==> src/rtl/paddle_video_out.sv <==
// XGA raster generator that paints a paddle box over a background colour.
// Stage 0 holds the free-running h/v counters and the per-frame shadow box;
// stage 1 registers every output from stage-0 values, so nothing is combinational
// from inputs to outputs.
module paddle_video_out #(
    parameter int unsigned H_VISIBLE  = 1024,
    parameter int unsigned H_FP       = 24,
    parameter int unsigned H_SYNC     = 136,
    parameter int unsigned H_BP       = 160,
    parameter int unsigned V_VISIBLE  = 768,
    parameter int unsigned V_FP       = 3,
    parameter int unsigned V_SYNC     = 6,
    parameter int unsigned V_BP       = 29,
    parameter logic [11:0] PADDLE_RGB = 12'hFFF,
    parameter logic [11:0] BG_RGB     = 12'h000
) (
    input  logic        vclock,
    input  logic        reset,
    input  logic [10:0] minX,
    input  logic [10:0] maxX,
    input  logic [9:0]  minY,
    input  logic [9:0]  maxY,
    output logic        hsync,
    output logic        vsync,
    output logic        de,
    output logic [11:0] rgb,
    output logic [10:0] hcount,
    output logic [9:0]  vcount,
    output logic        frame_start
);

    localparam int unsigned H_TOTAL = H_VISIBLE + H_FP + H_SYNC + H_BP;
    localparam int unsigned V_TOTAL = V_VISIBLE + V_FP + V_SYNC + V_BP;

    localparam logic [10:0] H_LAST       = 11'(H_TOTAL - 1);
    localparam logic [10:0] H_VIS        = 11'(H_VISIBLE);
    localparam logic [10:0] H_SYNC_START = 11'(H_VISIBLE + H_FP);
    localparam logic [10:0] H_SYNC_END   = 11'(H_VISIBLE + H_FP + H_SYNC);
    localparam logic [9:0]  V_LAST       = 10'(V_TOTAL - 1);
    localparam logic [9:0]  V_VIS        = 10'(V_VISIBLE);
    localparam logic [9:0]  V_SYNC_START = 10'(V_VISIBLE + V_FP);
    localparam logic [9:0]  V_SYNC_END   = 10'(V_VISIBLE + V_FP + V_SYNC);

    logic [10:0] h;
    logic [9:0]  v;
    logic [10:0] sMinX;
    logic [10:0] sMaxX;
    logic [9:0]  sMinY;
    logic [9:0]  sMaxY;

    logic        lastPixel;
    logic        deC;
    logic        insideC;
    logic        hsyncC;
    logic        vsyncC;
    logic [11:0] rgbC;

    assign lastPixel = (h == H_LAST) && (v == V_LAST);

    // Stage 0: pixel and line counters
    always_ff @(posedge vclock) begin
        if (reset) begin
            h <= 11'd0;
            v <= 10'd0;
        end else if (h == H_LAST) begin
            h <= 11'd0;
            v <= (v == V_LAST) ? 10'd0 : v + 10'd1;
        end else begin
            h <= h + 11'd1;
        end
    end

    // Shadow box: sampled only on the last pixel of a frame so geometry never tears
    always_ff @(posedge vclock) begin
        if (reset) begin
            sMinX <= 11'd1;
            sMaxX <= 11'd0;
            sMinY <= 10'd1;
            sMaxY <= 10'd0;
        end else if (lastPixel) begin
            sMinX <= minX;
            sMaxX <= maxX;
            sMinY <= minY;
            sMaxY <= maxY;
        end
    end

    // Decode of the current counter position into next output values
    always_comb begin
        deC     = 1'b0;
        insideC = 1'b0;
        hsyncC  = 1'b1;
        vsyncC  = 1'b1;
        rgbC    = 12'h000;
        deC     = (h < H_VIS) && (v < V_VIS);
        insideC = (h >= sMinX) && (h <= sMaxX) && (v >= sMinY) && (v <= sMaxY);
        if ((h >= H_SYNC_START) && (h < H_SYNC_END)) begin
            hsyncC = 1'b0;
        end
        if ((v >= V_SYNC_START) && (v < V_SYNC_END)) begin
            vsyncC = 1'b0;
        end
        if (deC) begin
            rgbC = insideC ? PADDLE_RGB : BG_RGB;
        end
    end

    // Stage 1: registered outputs, one clock behind the counters
    always_ff @(posedge vclock) begin
        if (reset) begin
            hsync       <= 1'b1;
            vsync       <= 1'b1;
            de          <= 1'b0;
            rgb         <= 12'h000;
            hcount      <= 11'd0;
            vcount      <= 10'd0;
            frame_start <= 1'b0;
        end else begin
            hsync       <= hsyncC;
            vsync       <= vsyncC;
            de          <= deC;
            rgb         <= rgbC;
            hcount      <= h;
            vcount      <= v;
            frame_start <= (h == 11'd0) && (v == 10'd0);
        end
    end

endmodule

==> config.mk <==
export PLATFORM = sky130hd
export DESIGN_NAME = paddle_video_out
export DESIGN_NICKNAME = d
export VERILOG_FILES = /design/src/rtl/paddle_video_out.sv
export SDC_FILE = /design/constraint.sdc
export NUM_CORES = 1
export LEC_CHECK = 0
export CAP_MARGIN = 20
export CORE_UTILIZATION = 40
export DETAILED_ROUTE_END_ITERATION = 8
export PLACE_DENSITY = 0.72
export REMOVE_ABC_BUFFERS = 1
export SYNTH_ARGS = -nofsm -noshare
export SYNTH_HDL_FRONTEND = slang
export SYNTH_SLANG_ARGS = --single-unit
export TNS_END_PERCENT = 5
==> constraint.sdc <==
create_clock -name vclock -period 2.5 [get_ports vclock]
set_input_delay 0.5 -clock vclock [delete_from_list [all_inputs] [get_ports vclock]]
set_output_delay 0.5 -clock vclock [all_outputs]
set_load 0.03 [all_outputs]
==> results of run 1 <==
==> final cells by class <==
cell class / count / area share, %
clock inverter: 2 / 0.641
inverter: 48 / 3.29
sequential: 89 / 32.6
timing repair buffer: 98 / 17.5
tap: 136 / 3.11
multi-input combinational: 350 / 39.7
clock buffer: 14 / 3.16
==> cells in the mapped netlist <==
| cell type | count | area (um2) |
|---|---|---|
| nand4b_1 | 1 | 8.76 |
| clkbuf_1 | 11 | 41.3 |
| nand3_1 | 11 | 55.1 |
| o21ai_0 | 10 | 50.1 |
| nand2b_1 | 3 | 18.8 |
| or3_1 | 1 | 6.26 |
| xnor2_1 | 12 | 105 |
| or4_1 | 1 | 7.51 |
| a211oi_1 | 2 | 15.0 |
| o22ai_1 | 1 | 6.26 |
| nor3_1 | 8 | 40.0 |
| a21oi_1 | 55 | 275 |
| o2111ai_1 | 2 | 17.5 |
| ha_1 | 48 | 601 |
| and4_1 | 4 | 35.0 |
| o31ai_1 | 1 | 7.51 |
| buf_2 | 5 | 25.0 |
| nand4_1 | 8 | 50.1 |
| nor4_1 | 2 | 12.5 |
| dfxtp_1 | 89 | 1780 |
| nand4_4 | 1 | 21.3 |
| buf_4 | 12 | 90.1 |
| nor4b_1 | 1 | 8.76 |
| nand2_1 | 103 | 387 |
| inv_1 | 48 | 180 |
| xor2_1 | 5 | 43.8 |
| a21o_1 | 3 | 22.5 |
| nand3b_1 | 3 | 22.5 |
| nor4_2 | 1 | 12.5 |
| buf_1 | 1 | 3.75 |
| o211ai_1 | 2 | 15.0 |
| nor4b_4 | 1 | 23.8 |
| and3_1 | 1 | 6.26 |
| a31oi_1 | 2 | 12.5 |
| buf_6 | 5 | 56.3 |
| nor2b_1 | 18 | 113 |
| a211o_1 | 3 | 26.3 |
| nor2_1 | 35 | 131 |
| o21a_1 | 1 | 7.51 |
==> power groups by stage <==
stage | combinational [mW] | sequential, mW | clock (mW)
after floorplan | 0.0439 | 1.48 | 0
final | 0.168 | 1.43 | 1.03
after global routing | 0.184 | 1.43 | 1.11
after CTS | 0.168 | 1.43 | 1.04
after detailed placement | 0.168 | 1.46 | 0
after global placement | 0.166 | 1.46 | 0
==> cells by family after synthesis <==
group | after synthesis
compound gates | 82
xor+xnor | 17
fa+ha+maj | 48
buf+inv | 82
flops | 89
simple gates | 203
==> per-stage QoR <==
step | std cells | power [mW] | hold slack [ps] | util, %
after floorplan | 487 | 1.52 | 430 | -
after global placement | 721 | 1.63 | 443 | 50.5
after detailed placement | 721 | 1.63 | 447 | 50.5
after CTS | 737 | 2.64 | 396 | 52.5
after global routing | 737 | 2.72 | 400 | 52.5
final | 737 | 2.63 | 384 | 52.5
==> sequential cells by signal (all words and copies together), names as in the netlist <==
| signal | cells |
|---|---|
| rgb | 1 |
| vcount | 10 |
| hcount | 11 |
| h | 11 |
| frame_start | 1 |
| sMinY | 10 |
| sMaxX | 11 |
| v | 10 |
| sMinX | 11 |
| sMaxY | 10 |
| hsync | 1 |
| de | 1 |
| vsync | 1 |
==> routing by layer <==
layer | track usage [%] | vias to the layer above | wire length [um]
met5 | 0 | - | 0
met4 | 7.34 | 0 | 212
met3 | 3.31 | 16 | 423
met2 | 29.7 | 80 | 4340
met1 | 21.1 | 1633 | 4200
li1 | - | 1855 | -
==> how the worst max path moves through the flow <==
stage	end	slack, ps	cells after the start
after global placement	v[4]$_SDFFE_PP0N_	240	6
after global routing	v[5]$_SDFFE_PP0N_	5	6
after CTS	v[6]$_SDFFE_PP0N_	160	6
after floorplan	sMaxX[0]$_SDFFE_PP0P_	-670	6
final	v[8]$_SDFFE_PP0N_	160	6
after detailed placement	v[6]$_SDFFE_PP0N_	180	6
==> critical path: stages, from the launching register on <==
cell      delay, ps
dfxtp_1         410
ha_1            260
and4_1          280
nand4_4         110
or4_1           730
nand2b_1        350
nor2_1           90
==> impl_metrics.yaml, run 1 <==
status:
  outcome: "complete, no violations"
drt:
  drc: 0
  drt_iter0_markers: 100
  wire_per_inst_um: 12.4
  antenna_left: 0
  routed_wl_um: 9180
  vias_per_cell: 4.86
  drt-pass1-iter-count: 4
  vias: 3584
grt:
  grt_pass1_vias: 3475
  antenna_found_initial: 0
  grt_pass1_wl_um: 15600
  grt_usage_pct: 17.3
  grt_max_degree: 51
  gr-total-overflow: 0
sta:
  finalSetupViolCount: 0
  slew_viol_final: 0
  slew_headroom_pct: 66.3
  tightest_slew_ps: 506
  grt_setup_unrepaired: "false"
  period_minus_slack_ps: 2340
  final_min_period_over_clock_period_pct: 93.6
  timing.fmax_mhz: 427
  hold_viol: 0
  worst_clock_skew_ps: 8.80
  fin_tns_setup_ps: 0
  fin_ws_ps: 160
place:
  dp_hpwl_um: 6860
  placed_area_mm2: 0.00526
  dp_worst_setup_slack_ps: 177
  gp_congestion: 0.839
  io_buffers: 80
hold_path:
  hold_depth: 2
  hold_class: "input pin to register"
  min_from: "reset"
  min_to: "de$_SDFF_PP0_"
power:
  cellPowerDensity_mw_per_mm2: 480
  clockPowerShare_pct: 39.1
  p_leak_nw: 2.10
  p_int_mw: 2.06
  combPwrFrac_pct: 6.4
  power.switching_mw: 0.563
  ir_drop_v: 0.000302
  seq_power_share_pct: 54.5
  swShare_pct: 21.4
clock_network:
  cts_buffers: 9
  cts_setup_buffers: 0
  cts_hold_buf: 0
  tritoncts: "built"
  clk_pin_slew_worst_paths_ps: 90
  worstSkewPairLatency_ps: 360
  cts.sinks: 89
  root_buffer: "clkbuf_8"
  cts_max_path_buffers: 2
  cts-htree-levels: 3
  ctsResizeCount: 0
job:
  maxCapViolations: 0
setup_path:
  cp_max_fo: 10
  r2r_setup_slack_ps: 160
  arrival_ps: 2580
  timing.rr.end: "v[8]$_SDFFE_PP0N_"
  path_class: "register to register"
  endpoint_kind: "register"
  rr_startpoint: "h[1]$_SDFF_PP0_"
  cp.required_ps: 2750
  startpoint: "h[1]$_SDFF_PP0_"
  worstSetupStartpointType: "register"
  reg2regPathDepth: 6
yosys:
  ys_types: 39
  synth_xor_area_share_pct: 3.43
  syn-cell-area_mm2: 0.00434
  synth-simple-area-share_pct: 22.1
  synth-compound-area-share_pct: 10.5
  avgSynthCellArea_um2: 8.34
  synth_top_family_by_area: "simple AND/OR/NAND/NOR gates"
  yosysWarnings: 0
  netlist_instances: 521
  synth_seq_cells: 89
  synth_mux_area_share_pct: 0
  synth.yosys.seq_area_share_pct: 41.0
  synthAdderAreaFrac_pct: 13.8
cells_and_area:
  final_cell_area_mm2: 0.00547
  layout-drive-gt1-share_pct: 5.99
  multiInputGateArea_mm2: 0.00217
  final_cell_mix: "nand2_1, dfxtp_1, clkdlybuf4s50_1"
  area_growth_pct: 25.9
  num_antenna_cells: 0
  n_fill_cell: 960
  final_common_cell: "nand2_1"
  layout.nets: 688
  regArea_mm2: 0.00178
floorplanning:
  io_pins: 81
  chipHeight_um: 106
  die_area_mm2: 0.0113
  core_area_mm2: 0.0104
  die_width_um: 106
  start_util_pct: 41.7
  rows: 37
No activity file was read; power rests on OpenSTA's default activity.
==> run 2, diff against run 1 <==
Settings changed: CORE_MARGIN set to 10, PLACE_DENSITY 0.72 to 0.74.
Clock period 2.5 ns to 1.9 ns, I/O delays scaled along.
==> run 2 against run 1 <==
Global-route usage is 4.2 points lower. Critical path depth is 1 higher. Die area is 37% higher. The run now ends with setup timing left. First-iteration DRC count is 89% higher. Highest routed layer unchanged. Power is 40% higher.
==> impl_metrics.yaml, run 2 (synthesis gave the netlist of run 1 again) <==
sta:
  final_min_period_over_clock_period_pct: 101
  grt_setup_unrepaired: "true"
  worst_clock_skew_ps: 12.9
  tightest_slew_ps: 416
  slew_viol_final: 0
  slew_headroom_pct: 72.1
  fin_ws_ps: -12.9
  fin_tns_setup_ps: -18.1
  hold_viol: 0
  hold_slack_ps: 285
  timing.fmax_mhz: 523
  period_minus_slack_ps: 1910
  finalSetupViolCount: 3
grt:
  grt_pass1_wl_um: 17200
  gr-total-overflow: 0
  grt_max_degree: 43
  grt_usage_pct: 13.2
  grt_pass1_vias: 3623
  antenna_found_initial: 0
clock_network:
  cts-htree-levels: 3
  cts_buffers: 9
  cts.sinks: 89
  clk_pin_slew_worst_paths_ps: 90
  cts_hold_buf: 0
  cts_max_path_buffers: 2
  worstSkewPairLatency_ps: 370
  tritoncts: "built"
  root_buffer: "clkbuf_8"
setup_path:
  timing.rr.end: "sMinX[4]$_SDFFE_PP0P_"
  rr_startpoint: "h[0]$_SDFF_PP0_"
  max_stage_delay_ps: 590
  arrival_ps: 2150
  endpoint_kind: "register"
  slowest_stage: "or4_4"
  path_class: "register to register"
  reg2regPathDepth: 7
  worstSetupStartpointType: "register"
  cp.required_ps: 2140
  cp_max_fo: 22
  crit_chain: "ha_4, and4_4, nand4_4, or4_4, buf_12, nand2_1, a21oi_2"
  r2r_setup_slack_ps: -10
drt:
  vias: 3770
  routed_wl_um: 11400
  wire_per_inst_um: 15.2
  antenna_left: 0
  drc: 0
  drt_iter0_markers: 189
  drt-pass1-iter-count: 4
  vias_per_cell: 5.02
floorplanning:
  die_width_um: 124
  core_area_mm2: 0.0105
  chipHeight_um: 124
  rows: 37
  start_util_pct: 41.5
  die_area_mm2: 0.0154
  io_pins: 81
place:
  gp_congestion: 0.858
  io_buffers: 80
  dp_hpwl_um: 7960
cells_and_area:
  multiInputGateArea_mm2: 0.00226
  num_antenna_cells: 0
  area_growth_pct: 32.8
  layout-drive-gt1-share_pct: 12.5
  regArea_mm2: 0.00179
  layout.nets: 702
  final_common_cell: "nand2_1"
  n_fill_cell: 971
  finish.utilization_pct: 55.1
  final_cell_mix: "nand2_1, dfxtp_1, clkdlybuf4s50_1"
power:
  p_leak_nw: 2.28
  ir_drop_v: 0.000326
  cellPowerDensity_mw_per_mm2: 638
hold_path:
  min_from: "reset"
  hold_depth: 2
  hold_class: "input pin to register"
  min_to: "de$_SDFF_PP0_"
job:
  maxCapViolations: 0
status:
  outcome: "complete, but fails checks"
  violations: "setup timing"
run 2: cell count changes in the layout (fill, tap and decap cells not counted), sizes merged:
| cell | change |
|---|---|
| dlygate4sd2 | +12 |
| clkdlybuf4s50 | -12 |
| bufinv | +2 |
| buf | +11 |
| clkinvlp | +1 |
run 2: worst max-delay path, delay by kind of cell (launching register included):
kind | cells | cell delay [ps]
flip-flops | 1 | 360
buffers and inverters | 1 | 190
adder cells (fa/ha/maj) | 1 | 130
AND/OR/NAND/NOR | 4 | 1030
AO/OA/AOI/OAI | 1 | 60
run 2: power by group:
| group | total (mW) | internal [mW] | switching [mW] |
|---|---|---|---|
| sequential | 1.88 | 1.88 | 0.00649 |
| clock | 1.56 | 0.908 | 0.652 |
| combinational | 0.238 | 0.132 | 0.106 |
| total | 3.68 | 2.92 | 0.764 |
run 2: per-stage QoR:
stage | power, mW | setup WS, ps | std cells | area, um2
global route | 3.80 | -83.0 | 751 | 5770
global placement | 2.15 | -23.7 | 729 | 5310
detailed placement | 2.16 | -81.9 | 729 | 5310
floorplan | 2.00 | -1270 | 487 | 4130
finish | 3.68 | -12.9 | 751 | 5770
CTS | 3.70 | -39.5 | 745 | 5550
run 2: worst max-delay path by stage:
stage,cells after the start,start,to
after floorplan,6,h[1]$_SDFF_PP0_,sMaxX[0]$_SDFFE_PP0P_
after global placement,7,h[0]$_SDFF_PP0_,sMinX[3]$_SDFFE_PP0P_
after detailed placement,7,h[1]$_SDFF_PP0_,sMaxX[2]$_SDFFE_PP0P_
after CTS,8,h[1]$_SDFF_PP0_,sMaxX[2]$_SDFFE_PP0P_
after global routing,7,h[0]$_SDFF_PP0_,sMinX[4]$_SDFFE_PP0P_
final,7,h[0]$_SDFF_PP0_,sMinX[4]$_SDFFE_PP0P_
run 2: layer usage:
| metal | GRT usage, % | wire, um |
|---|---|---|
| met1 | 15.1 | 4830 |
| met2 | 22.1 | 5530 |
| met3 | 3.31 | 614 |
| met4 | 6.68 | 410 |
| met5 | 0 | 0 |
run 2: area by class of cell:
cell class	instances	area share [%]
timing repair buffer	112	19.5
multi-input combinational	350	39.2
clock buffer	11	2.45
inverter	48	3.12
sequential	89	31.0
tap	136	2.95
clock inverter	5	1.78
run 2: repair_timing:
item | in CTS | in global routing
resized for setup | 17 | 33
pin swaps | 1 | 5
buffers inserted | 0 | 2
endpoints found under the setup margin | 64 | 50
cloned | 0 | 4
endpoints found under the hold margin | 0 | 0
==> run 3, diff against run 2 <==
Settings changed: DONT_BUFFER_PORTS set to 1, PLACE_DENSITY 0.74 to 0.64.
==> run 3 against run 2 <==
The run still ends with setup timing left. Utilization fell by 6.8 points. Via count fell by 9.0%. Flip-flop and latch count did not move. Maximum frequency fell by 2.7%. Power fell by 3.9%. Global-route usage fell by 0.30 points. Non-clock buffer count fell by 76. Sequential power barely moved. Routed wire length fell by 5.6%. Combinational power fell by 57%.
==> impl_metrics.yaml, run 3 (synthesis gave the netlist of run 1 again) <==
drt:
  wire_per_inst_um: 15.9
  antenna_left: 0
  drt_iter0_markers: 179
  routed_wl_um: 10700
  drt-pass1-iter-count: 4
  drc: 0
  vias_per_cell: 5.08
  vias: 3429
job:
  maxCapViolations: 0
floorplanning:
  core_area_mm2: 0.0105
  rows: 37
  start_util_pct: 41.5
  die_area_mm2: 0.0154
  die_width_um: 124
  io_pins: 81
  chipHeight_um: 124
status:
  violations: "setup timing"
  outcome: "complete, but fails checks"
setup_path:
  cp_max_fo: 10
  path_buf_inv: 1
  path_class: "register to register"
  cp.required_ps: 2170
  slowest_stage: "or4_4"
  crit_chain: "ha_4, and4_4, nand4_4, or4_4, clkbuf_16, nand2_1, a21oi_1"
  arrival_ps: 2240
  endpoint_kind: "register"
  r2r_setup_slack_ps: -70
  max_stage_delay_ps: 670
  worstSetupStartpointType: "register"
  cp_top_family: "simple AND/OR/NAND/NOR gates"
power:
  ir_drop_v: 0.000378
  p_leak_nw: 1.97
  cellPowerDensity_mw_per_mm2: 700
place:
  gp_congestion: 0.871
  dp.cells: 651
  io_buffers: 0
  dp_hpwl_um: 7400
clock_network:
  root_buffer: "clkbuf_8"
  cts_max_path_buffers: 2
  cts_buffers: 9
  tritoncts: "built"
  clk_pin_slew_worst_paths_ps: 90
  cts_hold_buf: 0
  worstSkewPairLatency_ps: 380
  cts-htree-levels: 3
  cts.sinks: 89
grt:
  grt_pass1_wl_um: 16500
  gr-total-overflow: 0
  antenna_found_initial: 0
  grt_usage_pct: 12.9
  grt_pass1_vias: 3389
  grt_max_degree: 70
sta:
  fin_tns_setup_ps: -1760
  worst_clock_skew_ps: 9.47
  slew_headroom_pct: 67.9
  hold_slack_ps: 63.8
  period_minus_slack_ps: 1970
  grt_setup_unrepaired: "true"
  slew_viol_final: 0
  tightest_slew_ps: 479
  final_min_period_over_clock_period_pct: 103
  hold_viol: 0
  fin_ws_ps: -66.3
  timing.fmax_mhz: 509
  finalSetupViolCount: 43
cells_and_area:
  finish.utilization_pct: 48.3
  num_antenna_cells: 0
  layout.nets: 626
  final_cell_count_no_fill: 675
  area_growth_pct: 16.3
  final_cell_mix: "nand2_1, dfxtp_1, inv_1"
  final_common_cell: "nand2_1"
  layout-drive-gt1-share_pct: 15.2
hold_path:
  hold_class: "input pin to register"
[run 3: area by class of cell]
cell class	count	area [um2]
clock buffer	11	163
tap	136	170
clock inverter	5	75.1
inverter	48	180
multi-input combinational	350	2260
sequential	89	1790
fill	1014	5410
timing repair buffer	36	412
[run 3: stage by stage]
step           power (mW)  area, um2  worst slack [ps]
6_report             3.54       5050             -66.3
5_1_grt              3.65       5050              -118
4_1_cts              3.56       4870             -15.1
3_5_place_dp         2.04       4570             -84.1
3_3_place_gp         2.03       4570             -18.0
2_1_floorplan        2.00       4130             -1270
[run 3: final timing paths]
check | start | endpoint | cells after the start
setup / recovery | h[0]$_SDFF_PP0_ | sMaxY[1]$_SDFFE_PP0P_ | 7
hold / removal | reset | sMinX[5]$_SDFFE_PP0P_ | 1
setup reg to reg | h[0]$_SDFF_PP0_ | sMaxY[1]$_SDFFE_PP0P_ | 7
hold reg to reg | sMinX[4]$_SDFFE_PP0P_ | sMinX[4]$_SDFFE_PP0P_ | 2
[run 3: report_power, final]
group | internal (mW) | total (mW) | switching [mW]
clock network | 0.850 | 1.54 | 0.686
registers | 1.87 | 1.90 | 0.0214
logic | 0.0493 | 0.103 | 0.0536
[run 3: what timing repair did]
| action | 4_1_cts | 5_1_grt |
|---|---|---|
| pin swaps | 1 | 2 |
| gates cloned | 1 | 4 |
| gates resized for setup | 7 | 26 |
| buffers inserted | 2 | 1 |
| endpoints found under the setup margin | 52 | 52 |
[run 3: metal layers]
| metal | routed length [um] | up-vias | GRT usage, % | share of wire, % |
|---|---|---|---|---|
| met5 | 0 | - | 0 | 0 |
| met4 | 311 | 0 | 6.75 | 2.9 |
| met3 | 674 | 22 | 4.84 | 6.3 |
| met2 | 5090 | 71 | 20.8 | 47 |
| met1 | 4660 | 1604 | 14.4 | 43 |
| li1 | - | 1732 | - | - |
